<file path="src/rtl/led_pattern_seq_if.sv">
// Handshake/bus bundle between the LED pattern sequencer and its environment.
// The master side drives tick/button/speed; the slave side (the sequencer) drives the LEDs.
interface led_pattern_seq_if;
  logic       tick;
  logic       btn;
  logic [1:0] speed;
  logic [7:0] led;
  logic [1:0] mode;
  logic       step;

  modport master (
    output tick,
    output btn,
    output speed,
    input  led,
    input  mode,
    input  step
  );

  modport slave (
    input  tick,
    input  btn,
    input  speed,
    output led,
    output mode,
    output step
  );
endinterface

</file>
<file path="src/rtl/led_pattern_seq.sv">
// LED pattern sequencer: debounced button cycles BLINK/CHASE/BOUNCE/BREATHE,
// and the divider tick, divided down by 2^speed, advances the active pattern.
module led_pattern_seq #(
  parameter int DEBOUNCE_CYCLES = 16,
  parameter int PWM_BITS        = 4
) (
  input  logic              clk,
  input  logic              rst,
  led_pattern_seq_if.slave  bus
);

  typedef enum logic [1:0] {
    MODE_BLINK   = 2'd0,
    MODE_CHASE   = 2'd1,
    MODE_BOUNCE  = 2'd2,
    MODE_BREATHE = 2'd3
  } mode_e;

  localparam int                  DB_W     = $clog2(DEBOUNCE_CYCLES);
  localparam logic [DB_W-1:0]     DB_LAST  = DB_W'(DEBOUNCE_CYCLES - 1);
  localparam logic [DB_W-1:0]     DB_ONE   = DB_W'(1);
  localparam logic [PWM_BITS-1:0] PWM_ONE  = PWM_BITS'(1);
  localparam logic [PWM_BITS-1:0] DUTY_MAX = '1;

  // Button path
  logic            sync1_q, sync2_q;
  logic            db_q, db_d;
  logic [DB_W-1:0] db_cnt_q, db_cnt_d;
  logic            press;

  // Step generation
  logic [2:0] tick_cnt_q, tick_cnt_d;
  logic [2:0] limit;
  logic       fire;

  // Pattern state and registered outputs
  mode_e               mode_q, mode_d;
  logic                step_q, step_d;
  logic [7:0]          led_q, led_d;
  logic [7:0]          pat_q, pat_d;
  logic                dir_right_q, dir_right_d;
  logic [PWM_BITS-1:0] duty_q, duty_d;
  logic                duty_down_q, duty_down_d;
  logic [PWM_BITS-1:0] pwm_cnt_q, pwm_cnt_d;

  always_comb begin
    // NOTE: every combinationally assigned signal gets a default first so no path can infer a latch.
    db_d        = db_q;
    db_cnt_d    = '0;
    press       = 1'b0;
    limit       = 3'd0;
    fire        = 1'b0;
    tick_cnt_d  = tick_cnt_q;
    pwm_cnt_d   = pwm_cnt_q + PWM_ONE;
    mode_d      = mode_q;
    step_d      = 1'b0;
    pat_d       = pat_q;
    dir_right_d = dir_right_q;
    duty_d      = duty_q;
    duty_down_d = duty_down_q;
    led_d       = led_q;

    // Accept a new button level only after it has persisted DEBOUNCE_CYCLES edges.
    if (sync2_q != db_q) begin
      if (db_cnt_q == DB_LAST) begin
        db_d  = sync2_q;
        press = sync2_q;
      end else begin
        db_cnt_d = db_cnt_q + DB_ONE;
      end
    end

    unique case (bus.speed)
      2'd0: limit = 3'd0;
      2'd1: limit = 3'd1;
      2'd2: limit = 3'd3;
      2'd3: limit = 3'd7;
    endcase

    // The >= compare lets a speed decrease take effect on the very next tick.
    if (bus.tick) begin
      if (tick_cnt_q >= limit) begin
        fire       = 1'b1;
        tick_cnt_d = 3'd0;
      end else begin
        tick_cnt_d = tick_cnt_q + 3'd1;
      end
    end

    if (press) begin
      // Mode change wins over a coincident step.
      mode_d      = mode_e'(2'(mode_q) + 2'd1);
      tick_cnt_d  = 3'd0;
      pat_d       = (mode_d == MODE_CHASE || mode_d == MODE_BOUNCE) ? 8'h01 : 8'h00;
      dir_right_d = 1'b0;
      duty_d      = '0;
      duty_down_d = 1'b0;
    end else if (fire) begin
      step_d = 1'b1;
      unique case (mode_q)
        MODE_BLINK: pat_d = ~pat_q;
        MODE_CHASE: pat_d = {pat_q[6:0], pat_q[7]};
        MODE_BOUNCE: begin
          if (!dir_right_q) begin
            pat_d = pat_q << 1;
            if (pat_d == 8'h80) dir_right_d = 1'b1;
          end else begin
            pat_d = pat_q >> 1;
            if (pat_d == 8'h01) dir_right_d = 1'b0;
          end
        end
        MODE_BREATHE: begin
          if (!duty_down_q) begin
            duty_d = duty_q + PWM_ONE;
            if (duty_d == DUTY_MAX) duty_down_d = 1'b1;
          end else begin
            duty_d = duty_q - PWM_ONE;
            if (duty_d == '0) duty_down_d = 1'b0;
          end
        end
      endcase
    end

    if (mode_d == MODE_BREATHE) begin
      led_d = press ? 8'h00 : {8{pwm_cnt_q < duty_q}};
    end else begin
      led_d = pat_d;
    end
  end

  always_ff @(posedge clk) begin
    // NOTE: state registers use non-blocking assignments so every flop samples pre-edge values.
    if (rst) begin
      sync1_q     <= 1'b0;
      sync2_q     <= 1'b0;
      db_q        <= 1'b0;
      db_cnt_q    <= '0;
      tick_cnt_q  <= 3'd0;
      pwm_cnt_q   <= '0;
      mode_q      <= MODE_BLINK;
      step_q      <= 1'b0;
      led_q       <= 8'h00;
      pat_q       <= 8'h00;
      dir_right_q <= 1'b0;
      duty_q      <= '0;
      duty_down_q <= 1'b0;
    end else begin
      sync1_q     <= bus.btn;
      sync2_q     <= sync1_q;
      db_q        <= db_d;
      db_cnt_q    <= db_cnt_d;
      tick_cnt_q  <= tick_cnt_d;
      pwm_cnt_q   <= pwm_cnt_d;
      mode_q      <= mode_d;
      step_q      <= step_d;
      led_q       <= led_d;
      pat_q       <= pat_d;
      dir_right_q <= dir_right_d;
      duty_q      <= duty_d;
      duty_down_q <= duty_down_d;
    end
  end

  assign bus.led  = led_q;
  assign bus.mode = mode_q;
  assign bus.step = step_q;

endmodule
</file>
<file path="src/flat_wrapper.sv">
// flat-port wrapper written by rule: the top's interface ports become plain ports
module led_pattern_seq_flat 
#(
  parameter int DEBOUNCE_CYCLES = 16,
  parameter int PWM_BITS        = 4
)
  (clk, rst, bus_tick, bus_btn, bus_speed, bus_led, bus_mode, bus_step);
  led_pattern_seq_if bus_i ();
  input  logic clk;
  input  logic rst;
  input wire logic [$bits(bus_i.tick)-1:0] bus_tick;
  input wire logic [$bits(bus_i.btn)-1:0] bus_btn;
  input wire logic [$bits(bus_i.speed)-1:0] bus_speed;
  output wire logic [$bits(bus_i.led)-1:0] bus_led;
  output wire logic [$bits(bus_i.mode)-1:0] bus_mode;
  output wire logic [$bits(bus_i.step)-1:0] bus_step;
  assign bus_i.tick = bus_tick;
  assign bus_i.btn = bus_btn;
  assign bus_i.speed = bus_speed;
  assign bus_led = bus_i.led;
  assign bus_mode = bus_i.mode;
  assign bus_step = bus_i.step;
  led_pattern_seq #(.DEBOUNCE_CYCLES(DEBOUNCE_CYCLES), .PWM_BITS(PWM_BITS)) u_core (.clk(clk), .rst(rst), .bus(bus_i));
endmodule
</file>
<file path="config.mk">
export PLATFORM = sky130hd
export DESIGN_NAME = led_pattern_seq_flat
export DESIGN_NICKNAME = d
export VERILOG_FILES = /design/src/rtl/led_pattern_seq_if.sv /design/src/rtl/led_pattern_seq.sv /design/src/flat_wrapper.sv
export SDC_FILE = /design/constraint.sdc
export NUM_CORES = 1
export LEC_CHECK = 0
export CORE_MARGIN = 2
export CORE_UTILIZATION = 40
export DETAILED_ROUTE_END_ITERATION = 12
export GPL_ROUTABILITY_DRIVEN = 0
export PLACE_DENSITY = 0.6
export REMOVE_ABC_BUFFERS = 1
export SYNTH_ARGS = -nofsm -noshare
export SYNTH_HDL_FRONTEND = slang
export SYNTH_SLANG_ARGS = --single-unit
</file>
<file path="constraint.sdc">
create_clock -name clk -period 4.1 [get_ports clk]
set_clock_uncertainty 0.15 [all_clocks]
set_input_delay 0.615 -clock clk [delete_from_list [all_inputs] [get_ports clk]]
set_output_delay 0.615 -clock clk [all_outputs]
set_load 0.02 [all_outputs]
</file>
==> impl_results.md, run 1 <==
- Largest net degree at the start of global routing: 21
- First-pass GRT wire length: 6230 um
- Leakage power: 0.828 nW
- Achievable Freq: 0.354 GHz
- Dpl cells: 293
- IO Port Bufs: 16
- Logic pwr share: 0.127
- DRT Pass-1 Iters: 4
- Final Util: 0.486
- Worst Setup SP: bus_speed[1]
- Async SR Flop Fraction: 0
- Placement Cell Area: 2210 um2
- Iter 0 DRT Violations: 113
- Period Utilization, post-route: 0.689
- RSZ-0062 raised after global routing: no
- Switching share of power: 0.253
- WL/cell: 12.0 um
- Place WS: 0.983 ns
- Critical Path AT: 2.88 ns
- CTS resizes: 0
- Nets@finish: 256
- Post-route ant nets: 0
- Crit-path max FO: 10
- Hpwl dp: 2520 um
- Ports: 17
- Max-cap violations: 0
- Synth area leaders: dfxtp_1, ha_1, mux2i_1
- Tightest Hold Check Type: reg2reg
- Pwr dens: 350 nW/um2
- Drt via density: 4.98
- CTS hold repair buffers: 0
- Most frequent cell after synthesis: dfxtp_1
- Antenna cell count: 0
- Yosys top cell area share: 0.392
- Slew @ Worst Pin: 0.721 ns
- Final worst slack: 1.28 ns
- Core Region: 4750 um2
- Non-filler instance count after layout: 301
- DIE WIDTH: 74.5 um
- Sw Pwr: 0.204 mW
- TritonCTS clock tree: done
- EDFF count, synth: 0
- Tot GR Track Use: 0.149
- Post-synth cell types: 42
- Synthesized instance count: 217
- Synthesis-to-finish area growth: 16.1%
- Via count: 1498
- Clock-pin slew on the worst setup and hold paths: 0.07 ns
- Endpoints failing hold: 0
- Initial Utilization: 0.419
- Filler cells: 488
- Cell row count: 25
- Final instance area: 2310 um2
- Slew headroom: 0.520
- Tmin final: 2.82 ns
- Clock Sinks: 39
- Top cell type by total area after synthesis: dfxtp_1
- Post-synthesis sequential area ratio: 0.392
- Worst Setup Path Type: in2reg
- Syn_area_per_cell: 9.17 um2
- Die area: 5560 um2
- Clk root buf: clkbuf_8
- Crit path required time: 4.15 ns
- Number of remaining DRC errors: 0
- Vias in the first global route: 1426
- YS warnings: 0
- Setup bufs post-CTS: 0
- Most frequent cells after synthesis: dfxtp_1, nor2_1, ha_1
- Peak VDD IR: 0.205 mV
- CP startpoint kind: input pin
- Antenna violations before repair: 0
- Reg2reg start: u_core.db_cnt_q[0]
- Reg power frac: 0.517
- Share of cells above drive strength 1: 0.0769
- Min-delay src: u_core.sync1_q
- Outcome: finished, final reports clean
- Clk_lat worst skew: 0.29 ns
- Internal power: 0.603 mW
- Most used DFF post-synth: dfxtp_1
- Num CTS Buffers: 5
- Clock share of power: 0.356
- Slew Limit Fails: 0
- #FFs+latches synth: 39
- H-tree depth: 2
- Die extent in y: 74.5 um
- Total gr overflow: 0
- CP Capture Type: flip-flop
- Mapped Area: 1990 um2
- Detailed Route WL: 3620 um
- Bufs on Longest Clock Path: 2
- Final setup fails: 0
- Setup TNS: 0 ns
[kinds of logic (layout without fill, tap and decap cells)]
| family | after synthesis | in the layout | share of synthesized area |
|---|---|---|---|
| AO/OA/AOI/OAI | 37 | 37 | 0.128 |
| multiplexers | 16 | 16 | 0.0805 |
| XOR/XNOR | 11 | 11 | 0.0484 |
| AND/OR/NAND/NOR | 76 | 76 | 0.202 |
| flip-flops | 39 | 39 | 0.392 |
| adder cells (fa/ha/maj) | 17 | 17 | 0.107 |
| buffers and inverters | 21 | 38 | 0.0421 |
[path summary, 6_finish.rpt]
path                                           to  slack, ns  cells after the start
worst max-delay path            u_core.bus.led[0]       1.28                      9
worst min register to register     u_core.sync2_q       0.29                      1
worst min-delay path               u_core.sync2_q       0.29                      1
worst max register to register  u_core.bus.led[0]       1.59                      6
[worst max-delay path: stages]
cell and delay (ns):
clkdlybuf4s50_1 0.43, or2_2 0.30, ha_1 0.28, nand2b_1 0.17, a31oi_4 0.36, nor3b_1 0.09, buf_4 0.20, o2111a_1 0.17
o311ai_1 0.25
[power groups by stage]
stage | combinational (mW) | clock [mW] | sequential [mW]
4_1_cts | 0.104 | 0.297 | 0.418
6_report | 0.103 | 0.287 | 0.418
3_3_place_gp | 0.102 | 0 | 0.427
2_1_floorplan | 0.0588 | 0 | 0.432
5_1_grt | 0.115 | 0.314 | 0.421
3_5_place_dp | 0.103 | 0 | 0.427
[cells in the final DEF, fill, tap and decap left out, types with 6 or more instances in the layout]
| cell | instances |
|---|---|
| dfxtp_1 | 39 |
| nor2b_1 | 6 |
| o221ai_1 | 6 |
| nand2_1 | 13 |
| inv_1 | 9 |
| xnor2_1 | 8 |
| clkdlybuf4s50_1 | 16 |
| mux2i_1 | 16 |
| nand3_1 | 6 |
| clkbuf_8 | 7 |
| nor2_1 | 28 |
| o21ai_0 | 6 |
| o21ai_1 | 8 |
| ha_1 | 17 |
[flip-flops by register name, indices dropped and copies added (netlist names)]
| name | flops |
|---|---|
| u_core.bus.led | 8 |
| u_core.bus.mode | 2 |
| u_core.bus.step | 1 |
| u_core.db_cnt_q | 4 |
| u_core.db_q | 1 |
| u_core.dir_right_q | 1 |
| u_core.duty_down_q | 1 |
| u_core.duty_q | 4 |
| u_core.pat_q | 8 |
| u_core.pwm_cnt_q | 4 |
| u_core.sync1_q | 1 |
| u_core.sync2_q | 1 |
| u_core.tick_cnt_q | 3 |
[metrics by stage]
stage	hold WS [ns]	power (mW)
after floorplan	0.264	0.491
after global placement	0.275	0.529
after detailed placement	0.280	0.530
after CTS	0.297	0.819
after global routing	0.313	0.850
final	0.289	0.808
[per-layer routing]
metal	global-route usage	part of all wire	wire length, um	up-vias
met4	0.0536	0.013	46	0
met5	0	0	0	-
met2	0.253	0.47	1690	19
li1	-	-	-	783
met3	0.0528	0.032	115	4
met1	0.174	0.49	1770	692
[layout make-up]
type	count	area, um2	area share
clock buffers	8	100	0.0433
inverters	12	45.0	0.0195
multi-input cells	157	1130	0.487
flip-flops and latches	39	781	0.338
well taps	67	83.8	0.0363
repair buffers	18	175	0.0758
No activity file was read; power rests on OpenSTA's default activity.
==> run 2: changes to the inputs <==
==> constraint.sdc (replaced) <==
create_clock -name clk -period 2.92 [get_ports clk]
set_clock_uncertainty 0.15 [all_clocks]
set_input_delay 0.438 -clock clk [delete_from_list [all_inputs] [get_ports clk]]
set_output_delay 0.438 -clock clk [all_outputs]
set_load 0.02 [all_outputs]
==> run 2 against run 1 <==
Net effect:
- final cell count is 1.0% higher
- highest routed layer unchanged
- hold slack better by 0.0039 ns
- critical endpoint unchanged
- flip-flop and latch count stayed put
- largest power group unchanged
- routed wire length is 1.0% higher
==> impl_results.md, run 2 (same netlist as run 1, synthesis figures left out) <==
- CP Capture Type: flip-flop (unchanged)
- Die extent in y: 74.5 um (unchanged)
- Drt via density: 4.92 (was 4.98)
- Most frequent cells in the layout: dfxtp_1, nor2_1, ha_1 (unchanged)
- Pwr dens: 484 nW/um2 (was 350 nW/um2)
- Min-delay src: u_core.sync1_q (unchanged)
- Antenna violations before repair: 0 (unchanged)
- Placement Cell Area: 2230 um2 (was 2210 um2)
- Peak VDD IR: 0.301 mV (was 0.205 mV)
- Tmin final: 2.43 ns
- Num CTS Buffers: 5 (unchanged)
- Via count: 1495 (was 1498)
- Detailed Route WL: 3660 um (was 3620 um)
- Die area: 5560 um2 (unchanged)
- Tightest Hold Check Type: reg2reg (unchanged)
- CTS hold repair buffers: 0 (unchanged)
- Hpwl dp: 2570 um (was 2520 um)
- Leakage power: 0.842 nW (was 0.828 nW)
- Crit-path max FO: 9 (was 10)
- Number of remaining DRC errors: 0 (unchanged)
- RSZ-0062 raised after global routing: no (unchanged)
- Endpoints failing hold: 0 (unchanged)
- CP startpoint kind: input pin (unchanged)
- Place WS: 0.189 ns (was 0.983 ns)
- Setup TNS: 0 ns (unchanged)
- Bufs on Longest Clock Path: 2 (unchanged)
- Final setup fails: 0 (unchanged)
- Slew headroom: 0.702 (was 0.520)
- Initial Utilization: 0.419 (unchanged)
- Outcome: finished, final reports clean (unchanged)
- Crit path required time: 2.97 ns (was 4.15 ns)
- Tot Pwr: 1.13 mW (was 0.808 mW)
- Register-to-register setup slack: 0.70 ns (was 1.59 ns)
- Period Utilization, post-route: 0.833
- Most common cell after layout, fill and taps aside: dfxtp_1 (unchanged)
- Synthesis-to-finish area growth: 17.2% (was 16.1%)
- Setup bufs post-CTS: 0 (unchanged)
- Post-route ant nets: 0 (unchanged)
- Reg2reg start: u_core.db_cnt_q[0] (unchanged)
- TritonCTS clock tree: done (unchanged)
- Largest net degree at the start of global routing: 20 (was 21)
- Total gr overflow: 0 (unchanged)
- Clock Sinks: 39 (unchanged)
- Iter 0 DRT Violations: 89 (was 113)
- Non-filler instance count after layout: 304 (was 301)
- Final Util: 0.491 (was 0.486)
- Clock-pin slew on the worst setup and hold paths: 0.07 ns (about the same)
- Max-cap violations: 0 (unchanged)
- Hold depth: 1 (unchanged)
- Worst reg2reg path depth: 7 (was 6)
- CTS resizes: 0 (unchanged)
- DIE WIDTH: 74.5 um (unchanged)
- Filler cells: 474 (was 488)
- Reg2reg end: u_core.bus.led[0] (unchanged)
- WHS Endpoint: u_core.sync2_q (unchanged)
- Slew @ Worst Pin: 0.447 ns (was 0.721 ns)
- Final worst slack: 0.488 ns (was 1.28 ns)
- First-pass GRT wire length: 6280 um (was 6230 um)
- Clk_lat worst skew: 0.28 ns (was 0.29 ns)
- Core Region: 4750 um2 (unchanged)
- Critical Path AT: 2.48 ns (was 2.88 ns)
- Dpl cells: 296 (was 293)
- Antenna cell count: 0 (unchanged)
- Slew Limit Fails: 0 (unchanged)
- Vias in the first global route: 1416 (was 1426)
- Achievable Freq: 0.411 GHz
- Worst Setup SP: bus_speed[1] (unchanged)
- H-tree depth: 2 (unchanged)
- Cell row count: 25 (unchanged)
- Worst Setup Path Type: in2reg (unchanged)
- Nets@finish: 259 (was 256)
- Share of cells above drive strength 1: 0.0886 (was 0.0769)
- WL/cell: 12.0 um (about the same)
- Final instance area: 2330 um2 (was 2310 um2)
- Tot GR Track Use: 0.149 (about the same)
- IO Port Bufs: 16 (unchanged)
- Ports: 17 (unchanged)
- Clk root buf: clkbuf_8 (unchanged)
- Final hold slack: 0.293 ns (was 0.289 ns)
- DRT Pass-1 Iters: 5 (was 4)
## run 2: changes by cell type in the layout (fill, tap and decap cells not counted), sizes merged
cell | previous run | this run
buf | 2 | 5
## run 2: critical path: stages
cell and delay [ns]:
clkdlybuf4s50_1 0.43, or2_2 0.30, ha_1 0.28, nand2b_1 0.17, a31oi_4 0.19, nor3b_1 0.07
buf_4 0.18, o2111a_1 0.17, o311ai_1 0.24
## run 2: how the worst max path moves through the flow
stage / end / cells past startpoint
global route: u_core.dir_right_q / 9
CTS: u_core.bus.led[0] / 9
floorplan: u_core.bus.led[0] / 7
detailed placement: u_core.dir_right_q / 9
finish: u_core.bus.led[0] / 9
global placement: u_core.bus.led[0] / 9
## run 2: area by class of cell
type | instances | area (um2) | share of cell area
clock buffers | 8 | 100 | 0.0429
inverters | 12 | 45.0 | 0.0193
multi-input cells | 157 | 1130 | 0.483
flip-flops and latches | 39 | 781 | 0.335
well taps | 67 | 83.8 | 0.0359
repair buffers | 21 | 198 | 0.0847
## run 2: report_power, final
part / switching (mW) / internal (mW)
Clock: 0.179 / 0.216
Combinational: 0.0743 / 0.0739
Sequential: 0.0251 / 0.561
## run 2: routing by layer
layer	up-vias	wire length [um]	track usage
met5	-	0	0
met4	0	39	0.0536
met3	5	109	0.0407
met2	15	1670	0.244
met1	682	1840	0.189
li1	793	-	-
==> run 3: changes to the inputs <==
--- a/config.mk
+++ b/config.mk
@@ -9,7 +9,7 @@
 export CORE_UTILIZATION = 40
 export DETAILED_ROUTE_END_ITERATION = 12
 export GPL_ROUTABILITY_DRIVEN = 0
-export PLACE_DENSITY = 0.6
+export PLACE_DENSITY = 0.62
 export REMOVE_ABC_BUFFERS = 1
 export SYNTH_ARGS = -nofsm -noshare
 export SYNTH_HDL_FRONTEND = slang
==> constraint.sdc (replaced) <==
create_clock -name clk -period 2.2 [get_ports clk]
set_clock_uncertainty 0.15 [all_clocks]
set_input_delay 0.33 -clock clk [delete_from_list [all_inputs] [get_ports clk]]
set_output_delay 0.33 -clock clk [all_outputs]
set_load 0.02 [all_outputs]
==> run 3 against run 2 <==
Net effect:
- non-clock buffer count grew 11
- setup slack lost 0.34 ns
- critical endpoint unchanged
- utilization grew 2.3 points
- total power grew 35%
- final cell count grew 3.6%
- flip-flop and latch count is the same
- count of clock-buffer cells in the layout is the same
- hold slack lost 0.0011 ns
- clock power grew 32%
- critical path depth is the same
- largest power group unchanged
==> impl_results.md, run 3 (same netlist as run 1, synthesis figures left out) <==
- Slew headroom: 0.706 (was 0.702)
- Most frequent cells in the layout: dfxtp_1, nor2_1, ha_1 (unchanged)
- H-tree depth: 2 (unchanged)
- Clock share of power: 0.342 (was 0.349)
- Num CTS Buffers: 5 (unchanged)
- Tightest Hold Check Type: reg2reg (unchanged)
- Share of cells above drive strength 1: 0.149 (was 0.0886)
- Synthesis-to-finish area growth: 22.7% (was 17.2%)
- Detailed Route WL: 3770 um (was 3660 um)
- Crit path required time: 2.21 ns (was 2.97 ns)
- Tot Pwr: 1.52 mW (was 1.13 mW)
- Slew Limit Fails: 0 (unchanged)
- Hpwl dp: 2680 um (was 2570 um)
- Internal power: 1.15 mW (was 0.851 mW)
- Ports: 17 (unchanged)
- Final worst slack: 0.148 ns (was 0.488 ns)
- Setup TNS: 0 ns (unchanged)
- Leakage power: 0.909 nW (was 0.842 nW)
- Iter 0 DRT Violations: 88 (was 89)
- CP startpoint kind: input pin (unchanged)
- Outcome: finished, final reports clean (unchanged)
- Hold depth: 1 (unchanged)
- Slowest CP cell: ha_1 (was clkdlybuf4s50_1)
- Non-filler instance count after layout: 315 (was 304)
- Bufs on Longest Clock Path: 2 (unchanged)
- Nets@finish: 270 (was 259)
- Die extent in y: 74.5 um (unchanged)
- Post-route ant nets: 0 (unchanged)
- Clock Sinks: 39 (unchanged)
- Place WS: -0.415 ns (was 0.189 ns)
- Switching share of power: 0.247 (was 0.246)
- Endpoints failing hold: 0 (unchanged)
- RSZ-0062 raised after global routing: no (unchanged)
- Reg power frac: 0.512 (was 0.519)
- Logic pwr share: 0.145 (was 0.131)
- Total gr overflow: 0 (unchanged)
- Period Utilization, post-route: 0.933
- Worst Setup Path Type: in2reg (unchanged)
- Pwr dens: 623 nW/um2 (was 484 nW/um2)
- WL/cell: 12.0 um (about the same)
- Clk_lat worst skew: 0.29 ns (was 0.28 ns)
- DRT Pass-1 Iters: 4 (was 5)
- Largest net degree at the start of global routing: 20 (unchanged)
- Critical Path AT: 2.06 ns (was 2.48 ns)
- Achievable Freq: 0.487 GHz
- First-pass GRT wire length: 6800 um (was 6280 um)
- Critical path buffers and inverters: 2 (unchanged)
- Most common cell after layout, fill and taps aside: dfxtp_1 (unchanged)
- Max-cap violations: 0 (unchanged)
- Cell row count: 25 (unchanged)
- Dpl cells: 306 (was 296)
- Slew @ Worst Pin: 0.440 ns (was 0.447 ns)
- Filler cells: 479 (was 474)
- Initial Utilization: 0.419 (unchanged)
- CP Capture Type: flip-flop (unchanged)
- Antenna violations before repair: 0 (unchanged)
- Slowest stage delay, CP: 0.27 ns (was 0.43 ns)
- Peak VDD IR: 0.278 mV (was 0.301 mV)
- IO Port Bufs: 16 (unchanged)
- TritonCTS clock tree: done (unchanged)
- Worst reg2reg path depth: 6 (was 7)
- Vias in the first global route: 1492 (was 1416)
- Crit-path max FO: 5 (was 9)
- Clock-pin slew on the worst setup and hold paths: 0.07 ns (about the same)
- Antenna cell count: 0 (unchanged)
- Number of remaining DRC errors: 0 (unchanged)
- Via count: 1576 (was 1495)
- Drt via density: 5.00 (was 4.92)
- Worst path depth: 9 (unchanged)
- DIE WIDTH: 74.5 um (unchanged)
- Sw Pwr: 0.377 mW (was 0.278 mW)
- Clk root buf: clkbuf_8 (unchanged)
- Core Region: 4750 um2 (unchanged)
- Cell family with most CP delay: simple AND/OR/NAND/NOR gates (was buffers and inverters)
- Final setup fails: 0 (unchanged)
- Tmin final: 2.05 ns
- Die area: 5560 um2 (unchanged)
- CP cell instances: dlygate4sd2_1 -> or2_4 -> ha_1 -> nand2b_4 -> a31oi_4 -> nor3b_2 -> buf_4 -> o2111a_1 -> o311ai_1 (was clkdlybuf4s50_1 -> or2_2 -> ha_1 -> nand2b_1 -> a31oi_4 -> nor3b_1 -> buf_4 -> o2111a_1 -> o311ai_1)
- Tot GR Track Use: 0.156 (was 0.149)
-- run 3: through the flow --
stage | util | cell area, um2 | hold WS, ns
global placement | 0.486 | 2310 | 0.288
finish | 0.514 | 2440 | 0.292
floorplan | - | 1950 | 0.247
detailed placement | 0.486 | 2310 | 0.281
global route | 0.514 | 2440 | 0.316
CTS | 0.512 | 2440 | 0.301
-- run 3: layer usage --
| metal | part of all wire | global-route usage |
|---|---|---|
| met5 | 0 | 0 |
| met2 | 0.48 | 0.260 |
| met4 | 0.014 | 0.0536 |
| met3 | 0.023 | 0.0366 |
| met1 | 0.49 | 0.200 |
-- run 3: area by class of cell --
cell class	instances	area (um2)	share of cell area
Multi-Input combinational cell	157	1150	0.471
Sequential cell	39	781	0.320
Timing Repair Buffer	32	282	0.115
Clock buffer	8	100	0.0410
Tap cell	67	83.8	0.0343
Inverter	12	45.0	0.0184
-- run 3: power by group through the flow --
stage	Sequential [mW]	Clock [mW]	Combinational [mW]
2_1_floorplan	0.806	0	0.109
3_3_place_gp	0.796	0	0.206
3_5_place_dp	0.795	0	0.208
4_1_cts	0.779	0.540	0.223
5_1_grt	0.784	0.569	0.247
6_report	0.780	0.521	0.221
-- run 3: worst reg2reg max path, cell delays in order (launching register included) --
cell      delay (ns)
dfxtp_1         0.33
ha_1            0.23
nand3_2         0.12
nor3b_2         0.06
or2_1           0.24
or4_1           0.69
o311ai_1        0.15
-- run 3: timing repair --
action	in CTS	in global routing
endpoints found under the setup margin	20	2
pin swaps	6	0
cloned	1	0
hold buffers	0	0
resized for setup	9	2
endpoints found under the hold margin	0	0
setup buffers	0	0
-- run 3: path summary, 6_finish.rpt --
check                                   startpoint  slack [ns]                end
worst max register to register  u_core.db_cnt_q[0]        0.15  u_core.bus.led[0]
worst min register to register      u_core.sync1_q        0.29     u_core.sync2_q
worst max-delay path                  bus_speed[1]        0.15  u_core.bus.led[0]
worst min-delay path                u_core.sync1_q        0.29     u_core.sync2_q
